`src/rtl/tri_dispatch_pkg.sv`:
```
`default_nettype none
// ============================================================================
// Module   : tri_dispatch_pkg
// Brief    : Shared types and constants for the triangle dispatcher.
// Revision : 1.0 - initial release
// ============================================================================
package tri_dispatch_pkg;

    localparam int WORDS_PER_TRI = 12;
    localparam int NUM_VERTS     = 4;
    localparam int NUM_COORDS    = 3;
    localparam int COORD_W       = 32;
    localparam int COLOR_W       = 8;

    typedef logic [NUM_VERTS-1:0][NUM_COORDS-1:0][COORD_W-1:0] triangle_t;

    typedef enum logic [2:0] {
        ST_IDLE       = 3'd0,
        ST_FETCH      = 3'd1,
        ST_ISSUE      = 3'd2,
        ST_WAIT_SHADE = 3'd3,
        ST_STORE      = 3'd4,
        ST_DONE       = 3'd5
    } disp_state_e;

endpackage
`default_nettype wire

```
`src/rtl/tri_word_assembler.sv`:
```
`default_nettype none
// ============================================================================
// Module   : tri_word_assembler
// Brief    : Streams one triangle's 12 words out of the vertex BRAM and
//            unpacks them into vertex/coordinate slots.
// Revision : 1.0 - initial release
// ============================================================================
module tri_word_assembler
    import tri_dispatch_pkg::*;
#(
    parameter int ADDR_W       = 16,
    parameter int BRAM_LATENCY = 2
) (
    input  logic               clk_in,
    input  logic               rst_n_in,
    input  logic               i_fetch_en,
    input  logic [ADDR_W-1:0]  i_tri_base,
    output logic               o_mem_rd_en,
    output logic [ADDR_W-1:0]  o_mem_addr,
    input  logic [COORD_W-1:0] i_mem_data,
    output triangle_t          o_triangle,
    output logic               o_tri_ready
);

    localparam logic [3:0] c_num_words = 4'(WORDS_PER_TRI);
    localparam logic [1:0] c_last_vert = 2'(NUM_VERTS - 1);
    localparam logic [1:0] c_last_crd  = 2'(NUM_COORDS - 1);

    logic [3:0]              r_rd_cnt;
    logic [1:0]              r_cap_vert;
    logic [1:0]              r_cap_coord;
    logic [BRAM_LATENCY-1:0] r_vld_pipe;
    triangle_t               r_triangle;
    logic                    w_rd_en;
    logic                    w_cap_en;

    assign w_rd_en     = i_fetch_en && (r_rd_cnt != c_num_words);
    assign w_cap_en    = r_vld_pipe[BRAM_LATENCY-1];
    assign o_mem_rd_en = w_rd_en;
    assign o_mem_addr  = w_rd_en ? (i_tri_base + ADDR_W'(r_rd_cnt)) : '0;
    assign o_triangle  = r_triangle;
    // Combinational so the FSM leaves FETCH right after the last capture.
    assign o_tri_ready = w_cap_en && (r_cap_vert == c_last_vert) && (r_cap_coord == c_last_crd);

    always_ff @(posedge clk_in or negedge rst_n_in) begin
        if (!rst_n_in) begin
            r_rd_cnt <= '0;
        end else if (!i_fetch_en) begin
            r_rd_cnt <= '0;
        end else if (w_rd_en) begin
            r_rd_cnt <= r_rd_cnt + 4'd1;
        end
    end

    generate
        if (BRAM_LATENCY == 1) begin : g_vld_lat1
            always_ff @(posedge clk_in or negedge rst_n_in) begin
                if (!rst_n_in) begin
                    r_vld_pipe <= '0;
                end else begin
                    r_vld_pipe <= w_rd_en;
                end
            end
        end else begin : g_vld_latn
            always_ff @(posedge clk_in or negedge rst_n_in) begin
                if (!rst_n_in) begin
                    r_vld_pipe <= '0;
                end else begin
                    r_vld_pipe <= {r_vld_pipe[BRAM_LATENCY-2:0], w_rd_en};
                end
            end
        end
    endgenerate

    always_ff @(posedge clk_in or negedge rst_n_in) begin
        if (!rst_n_in) begin
            r_cap_vert  <= '0;
            r_cap_coord <= '0;
        end else if (!i_fetch_en) begin
            r_cap_vert  <= '0;
            r_cap_coord <= '0;
        end else if (w_cap_en) begin
            if (r_cap_coord == c_last_crd) begin
                r_cap_coord <= '0;
                r_cap_vert  <= r_cap_vert + 2'd1;
            end else begin
                r_cap_coord <= r_cap_coord + 2'd1;
            end
        end
    end

    // Held outside FETCH so the shader sees a stable triangle until STORE.
    always_ff @(posedge clk_in or negedge rst_n_in) begin
        if (!rst_n_in) begin
            r_triangle <= '0;
        end else if (w_cap_en) begin
            r_triangle[r_cap_vert][r_cap_coord] <= i_mem_data;
        end
    end

endmodule
`default_nettype wire

```
`src/rtl/triangle_dispatcher.sv`:
```
`default_nettype none
// ============================================================================
// Module   : triangle_dispatcher
// Brief    : Stop-and-wait feeder of BRAM triangles into the pixel shader,
//            writing each returned color into a per-triangle buffer.
// Revision : 1.0 - initial release
// ============================================================================
module triangle_dispatcher
    import tri_dispatch_pkg::*;
#(
    parameter int ADDR_W         = 16,
    parameter int BASE_ADDR      = 0,
    parameter int BRAM_LATENCY   = 2,
    parameter int TIMEOUT_CYCLES = 1024
) (
    input  logic               clk_in,
    input  logic               rst_n_in,
    input  logic               start_in,
    input  logic [15:0]        num_tri_in,
    output logic               busy_out,
    output logic               done_out,
    output logic               timeout_err_out,
    output logic               mem_rd_en_out,
    output logic [ADDR_W-1:0]  mem_addr_out,
    input  logic [COORD_W-1:0] mem_data_in,
    output logic               tri_valid_out,
    output triangle_t          triangle_out,
    input  logic               shade_valid_in,
    input  logic [COLOR_W-1:0] shade_color_in,
    output logic               color_we_out,
    output logic [15:0]        color_addr_out,
    output logic [COLOR_W-1:0] color_data_out
);

    localparam int                 c_wait_w    = $clog2(TIMEOUT_CYCLES) + 1;
    localparam logic [c_wait_w-1:0] c_wait_last = c_wait_w'(TIMEOUT_CYCLES - 1);

    disp_state_e          r_state;
    disp_state_e          w_next_state;
    logic [15:0]          r_num_tri;
    logic [15:0]          r_tri_idx;
    logic [ADDR_W-1:0]    r_tri_base;
    logic [c_wait_w-1:0]  r_wait_cnt;
    logic [COLOR_W-1:0]   r_color;
    logic                 r_timeout_err;
    logic                 w_accept;
    logic                 w_timeout;
    logic                 w_last_tri;
    logic                 w_tri_ready;

    tri_word_assembler #(
        .ADDR_W       (ADDR_W),
        .BRAM_LATENCY (BRAM_LATENCY)
    ) u_assembler (
        .clk_in      (clk_in),
        .rst_n_in    (rst_n_in),
        .i_fetch_en  (r_state == ST_FETCH),
        .i_tri_base  (r_tri_base),
        .o_mem_rd_en (mem_rd_en_out),
        .o_mem_addr  (mem_addr_out),
        .i_mem_data  (mem_data_in),
        .o_triangle  (triangle_out),
        .o_tri_ready (w_tri_ready)
    );

    assign w_last_tri = (r_tri_idx == (r_num_tri - 16'd1));

    always_comb begin
        w_next_state = r_state;
        w_accept     = 1'b0;
        w_timeout    = 1'b0;
        case (r_state)
            ST_IDLE: begin
                if (start_in) begin
                    w_accept     = 1'b1;
                    w_next_state = (num_tri_in == 16'd0) ? ST_DONE : ST_FETCH;
                end
            end
            ST_FETCH: begin
                if (w_tri_ready) begin
                    w_next_state = ST_ISSUE;
                end
            end
            ST_ISSUE: begin
                w_next_state = ST_WAIT_SHADE;
            end
            ST_WAIT_SHADE: begin
                // A result landing on the final wait cycle takes priority.
                if (shade_valid_in) begin
                    w_next_state = ST_STORE;
                end else if (r_wait_cnt == c_wait_last) begin
                    w_timeout    = 1'b1;
                    w_next_state = ST_STORE;
                end
            end
            ST_STORE: begin
                w_next_state = w_last_tri ? ST_DONE : ST_FETCH;
            end
            ST_DONE: begin
                w_next_state = ST_IDLE;
            end
            default: begin
                w_next_state = ST_IDLE;
            end
        endcase
    end

    always_ff @(posedge clk_in or negedge rst_n_in) begin
        if (!rst_n_in) begin
            r_state <= ST_IDLE;
        end else begin
            r_state <= w_next_state;
        end
    end

    always_ff @(posedge clk_in or negedge rst_n_in) begin
        if (!rst_n_in) begin
            r_num_tri     <= '0;
            r_tri_idx     <= '0;
            r_tri_base    <= '0;
            r_wait_cnt    <= '0;
            r_color       <= '0;
            r_timeout_err <= 1'b0;
        end else begin
            r_wait_cnt <= (r_state == ST_WAIT_SHADE) ? (r_wait_cnt + 1'b1) : '0;
            if (w_accept) begin
                r_num_tri     <= num_tri_in;
                r_tri_idx     <= '0;
                r_tri_base    <= ADDR_W'(BASE_ADDR);
                r_timeout_err <= 1'b0;
            end
            if (r_state == ST_WAIT_SHADE) begin
                if (shade_valid_in) begin
                    r_color <= shade_color_in;
                end else if (w_timeout) begin
                    r_color       <= '0;
                    r_timeout_err <= 1'b1;
                end
            end
            if ((r_state == ST_STORE) && !w_last_tri) begin
                r_tri_idx  <= r_tri_idx + 16'd1;
                r_tri_base <= r_tri_base + ADDR_W'(WORDS_PER_TRI);
            end
        end
    end

    assign busy_out        = (r_state != ST_IDLE);
    assign done_out        = (r_state == ST_DONE);
    assign tri_valid_out   = (r_state == ST_ISSUE);
    assign color_we_out    = (r_state == ST_STORE);
    assign color_addr_out  = color_we_out ? r_tri_idx : '0;
    assign color_data_out  = color_we_out ? r_color : '0;
    assign timeout_err_out = r_timeout_err;

endmodule
`default_nettype wire

```
`config.mk`:
```
export PLATFORM = sky130hd
export DESIGN_NAME = triangle_dispatcher
export DESIGN_NICKNAME = d
export VERILOG_FILES = /design/src/rtl/tri_dispatch_pkg.sv /design/src/rtl/tri_word_assembler.sv /design/src/rtl/triangle_dispatcher.sv
export SDC_FILE = /design/constraint.sdc
export NUM_CORES = 1
export LEC_CHECK = 0
export BUFFER_PORTS_ARGS = -buffer_cell sky130_fd_sc_hd__buf_4
export CORE_AREA = 2 2 188 190
export CTS_CLUSTER_DIAMETER = 100
export DETAILED_ROUTE_END_ITERATION = 12
export DIE_AREA = 0 0 190 192
export PLACE_DENSITY_LB_ADDON = 0.08
export RECOVER_POWER = 100
export SKIP_CTS_REPAIR_TIMING = 1
export SLEW_MARGIN = 20
export SYNTH_ARGS = -nofsm -noshare
export SYNTH_HDL_FRONTEND = slang
export SYNTH_HIERARCHICAL = 1
export SYNTH_SLANG_ARGS = --single-unit
```
`constraint.sdc`:
```
create_clock -name clk_in -period 5.6 [get_ports clk_in]
set_input_delay 0.28 -clock clk_in [delete_from_list [all_inputs] [get_ports clk_in]]
set_output_delay 0.28 -clock clk_in [all_outputs]
set_load 0.005 [all_outputs]
```
==> reports/summary.md <==
Antenna diode count: 0. In the final timing run, aggregate negative setup slack is 0 ns. Traced cell by cell, the critical path runs through inv_1 > ha_1 > or4b_2 > nor3_1 > o211ai_1 > a211oi_1 > o211ai_4 > o21a_4 > a21oi_1 > a221o_1. A synthesized cell averages 13.9 um^2. For the net count reported at finish, the log shows 1946. The final critical path takes up 77.5% of the cycle.

The reported max-cap violation count is 14. The die height is 192 um, and the count of nets left with antenna violations after detail routing is 0. The logs give 56.7% for the initial standard-cell utilization of the core and 0.56 ns for the clock insertion delay at the later pin of the skew report. The tools report the yosys synthesis warning count as 6. The flow ran to the end, but the final reports show violations. The run gives 34300 um^2 as the area of the core. For this run, the leading register cell type out of synthesis is dfrtp_1. The analysis attributes to cell leakage a power of 0.0111 uW.

In this run, the number of DRC markers left after iteration 0 of detailed routing was 642. The kind of cell with the highest combined delay along the critical path is compound AO/OA/AOI/OAI gates. The die is 190 um wide. The first detailed-routing pass ran for 4 iterations. Number of standard cells in the final layout excluding fillers: 2362. The routed wirelength normalized by instance count was 22.8 um.

The first global-routing pass estimated 80200 um of wire. Remaining global-route overflow: 0. The number of clock sinks came out at 463. Of the cells placed in the final design, the portion with a size suffix greater than 1 is 39.6%. TritonCTS built the clock tree.

The share of async-settable or async-resettable flops after synthesis is 100%, and the delay of the slowest critical-path stage is 1.18 ns. On the critical path, the stage with the largest delay is an instance of a21oi_1. Counting flops and latches in the post-synthesis netlist gives 463.

For this block, the routed nets add up to 53800 um of wire. For this run, global-route usage on met3 was measured as 5.99%. The final reports fail on max-capacitance violations, max-slew violations.

The H-tree was split into 2 levels. The floorplan has 68 rows. Synthesis produced a netlist whose cell count is 1395. In this run, the combinational gates consume 20.8% of the power. At the pin with the least slew margin, the transition time is 3.65 ns. Hold violation total from the final report: 0. The clock-pin slew of the registers on the worst-case setup and hold paths was 0.06 ns; the buffer and inverter count on the worst path was 1. The path category of the worst min-delay check is in -> reg.

The run gives 475 as the number of max-slew violations in the final report. Critical setup path kind: reg -> reg. The number of clock buffers added by TritonCTS is 47. In this run the clock root is driven by a clkbuf_16. Sequential cells were found to cover 59.6% of the synthesized design area. The maximum fanout along the worst path was 20; the netlist area before placement was 19400 um^2.

The remaining design rule violation count is 0, and the fmax is 230 MHz. The clock passes through at most 3 buffers. The switching share of power was 28.5%. Signal arrival time at the worst endpoint: 4.82 ns. The run gives 0 as the setup violation total in the final timing report.

The wire-length estimate of the detail-placed layout is 36800 um. Power comes to 9250 uW. The element type at the critical path start was a flop. The global routing met2 resource utilization is 49.2%. The cell area power density was 382 nW/um^2.

The clock network accounts for 33.4% of the total power. The global routing stage identified its most utilized layer as met2. The initial antenna violation count came out at 0. Entering global routing, the biggest net connects 141 pins.

The tools report the cell total after placement as 2250. Across the VDD grid, the largest voltage drop is 0.380 mV. After synthesis, the netlist uses 68 different library cells.

Global routing consumed, on the met1 layer, 36.1% of the routing resources. STA puts the critical path data required time at 6.08 ns. The area growth from synthesis to layout is 24.8%. The die covers 36500 um^2.

The aggregate global-route resource usage came out at 28.8%. The run gives 13106 as the via count of the first global-routing pass. The synthesized design contains 0 enable-type register cells. Across all layers, the routed design uses 13403 vias. Setup repair after global routing left no endpoint under its margin. Clock skew on the completed layout was measured at 0.0169 ns. The share of total power dissipated in sequential elements is 45.8%. The tools report the critical path capture point type as a flop. The routability congestion estimate from global placement was 0.864. In this run the tightest slew margin relative to its limit is -143%. The final critical-path required period was 4.34 ns; the post-detailed-route via-to-cell ratio was 5.67. Counting the fill cells in the layout gives 2550.

The internal power contribution is 6610 uW, and the count of input and output buffers is 489. Summed over all nets, the switching power comes to 2640 uW. The run gives 490 as the top-level I/O count.
## state kept, by name, summed over array words and instances, names as in the netlist
name	cells
u_assembler/o_triangle	384
r_num_tri	16
r_tri_idx	16
r_tri_base	14
r_wait_cnt	11
r_color	8
u_assembler/r_rd_cnt	4
r_state	3
u_assembler/r_cap_coord	2
u_assembler/r_cap_vert	2
u_assembler/r_vld_pipe	2
timeout_err_out	1
## placed cells by master (no fill, tap or decap), drive strengths merged, types with 6 or more instances in the layout
cell type	synthesis	routed
a21o	6	6
nor3b	17	17
buf	46	87
dfrtp	463	463
and2	28	28
nor4	10	10
nand3	32	32
or3	9	9
a211o	11	11
and3	24	24
nand2b	6	6
xnor2	21	21
dlygate4sd3	0	26
a221o	7	7
clkbuf	51	481
clkinv	0	10
nor2	45	45
nor2b	7	7
inv	20	21
nand2	35	35
o21ai	21	21
nor3	12	12
a21oi	16	16
a22o	9	9
or4	9	9
xor2	18	18
mux2	400	400
ha	14	14
## synthesized netlist by cell type (10+ instances only)
| library cell | n | area share (%) |
|---|---|---|
| inv_1 | 20 | 0.39 |
| nand3_1 | 32 | 0.82 |
| xor2_1 | 18 | 0.81 |
| buf_4 | 15 | 0.58 |
| nor3b_1 | 17 | 0.66 |
| and2_1 | 28 | 0.90 |
| nand2_1 | 34 | 0.66 |
| clkbuf_1 | 51 | 0.98 |
| dfrtp_1 | 463 | 60 |
| xnor2_1 | 21 | 0.95 |
| nor3_1 | 12 | 0.31 |
| buf_2 | 28 | 0.72 |
| a21oi_1 | 15 | 0.39 |
| and3_1 | 21 | 0.68 |
| nor2_1 | 45 | 0.87 |
| mux2_2 | 391 | 23 |
| o21ai_0 | 17 | 0.44 |
| a211o_1 | 11 | 0.50 |
| ha_1 | 14 | 0.90 |
| nor4_1 | 10 | 0.32 |
## final timing paths
check	startpoint	to	slack [ns]	depth (start not counted)
hold reg to reg	u_assembler/r_vld_pipe[0]	u_assembler/r_vld_pipe[1]	0.36	0
min in group asynchronous	rst_n_in	u_assembler/o_triangle[199]	1.51	2
setup / recovery	r_num_tri[0]	r_tri_base[13]	1.26	10
max in group asynchronous	rst_n_in	u_assembler/o_triangle[362]	1.85	4
hold / removal	mem_data_in[8]	u_assembler/o_triangle[296]	0.04	2
setup reg to reg	r_num_tri[0]	r_tri_base[13]	1.26	10
## cell type report
cell class                      count  area, um^2  area share, %
Multi-Input combinational cell    817        7290           30.1
Sequential cell                   463       11600           47.8
Tap cell                          455         569           2.35
Clock buffer                       72        1430           5.90
Inverter                           20        75.1          0.310
Timing Repair Buffer              522        3190           13.1
Clock inverter                     13         108          0.444
## logic make-up after synthesis
logic type / synth area share (%)
AO/OA/AOI/OAI: 4.20
other: 0.0193
flip-flops: 59.6
buffers and inverters: 2.85
adder cells (fa/ha/maj): 1.00
multiplexers: 23.3
AND/OR/NAND/NOR: 7.23
XOR/XNOR: 1.76
## through the flow
step                      worst slack (ns)  instance area [um^2]  hold WS [ns]  util (%)
after floorplan                       2.51                 19400       -0.0156         -
after global placement                2.15                 23300         0.248      68.0
after detailed placement              1.96                 23300         0.254      68.0
after CTS                             1.97                 24800        -0.338      72.5
after global routing                 0.978                 24200        0.0393      70.7
final                                 1.26                 24200        0.0375      70.7
## power by group through the flow
stage / Sequential [uW] / Clock, uW / Combinational, uW
after floorplan: 4220 / 0 / 1070
after global placement: 4260 / 0 / 2070
after detailed placement: 4290 / 0 / 2120
after CTS: 4240 / 3140 / 2130
after global routing: 4300 / 3290 / 2100
final: 4240 / 3090 / 1930
## metal layers
metal / vias to the layer above / wire (um)
met5: - / 0
li1: 5925 / -
met1: 6918 / 21300
met4: 0 / 1920
met3: 111 / 3470
met2: 449 / 27100
Note: power is estimated with default switching activity, not from simulation.
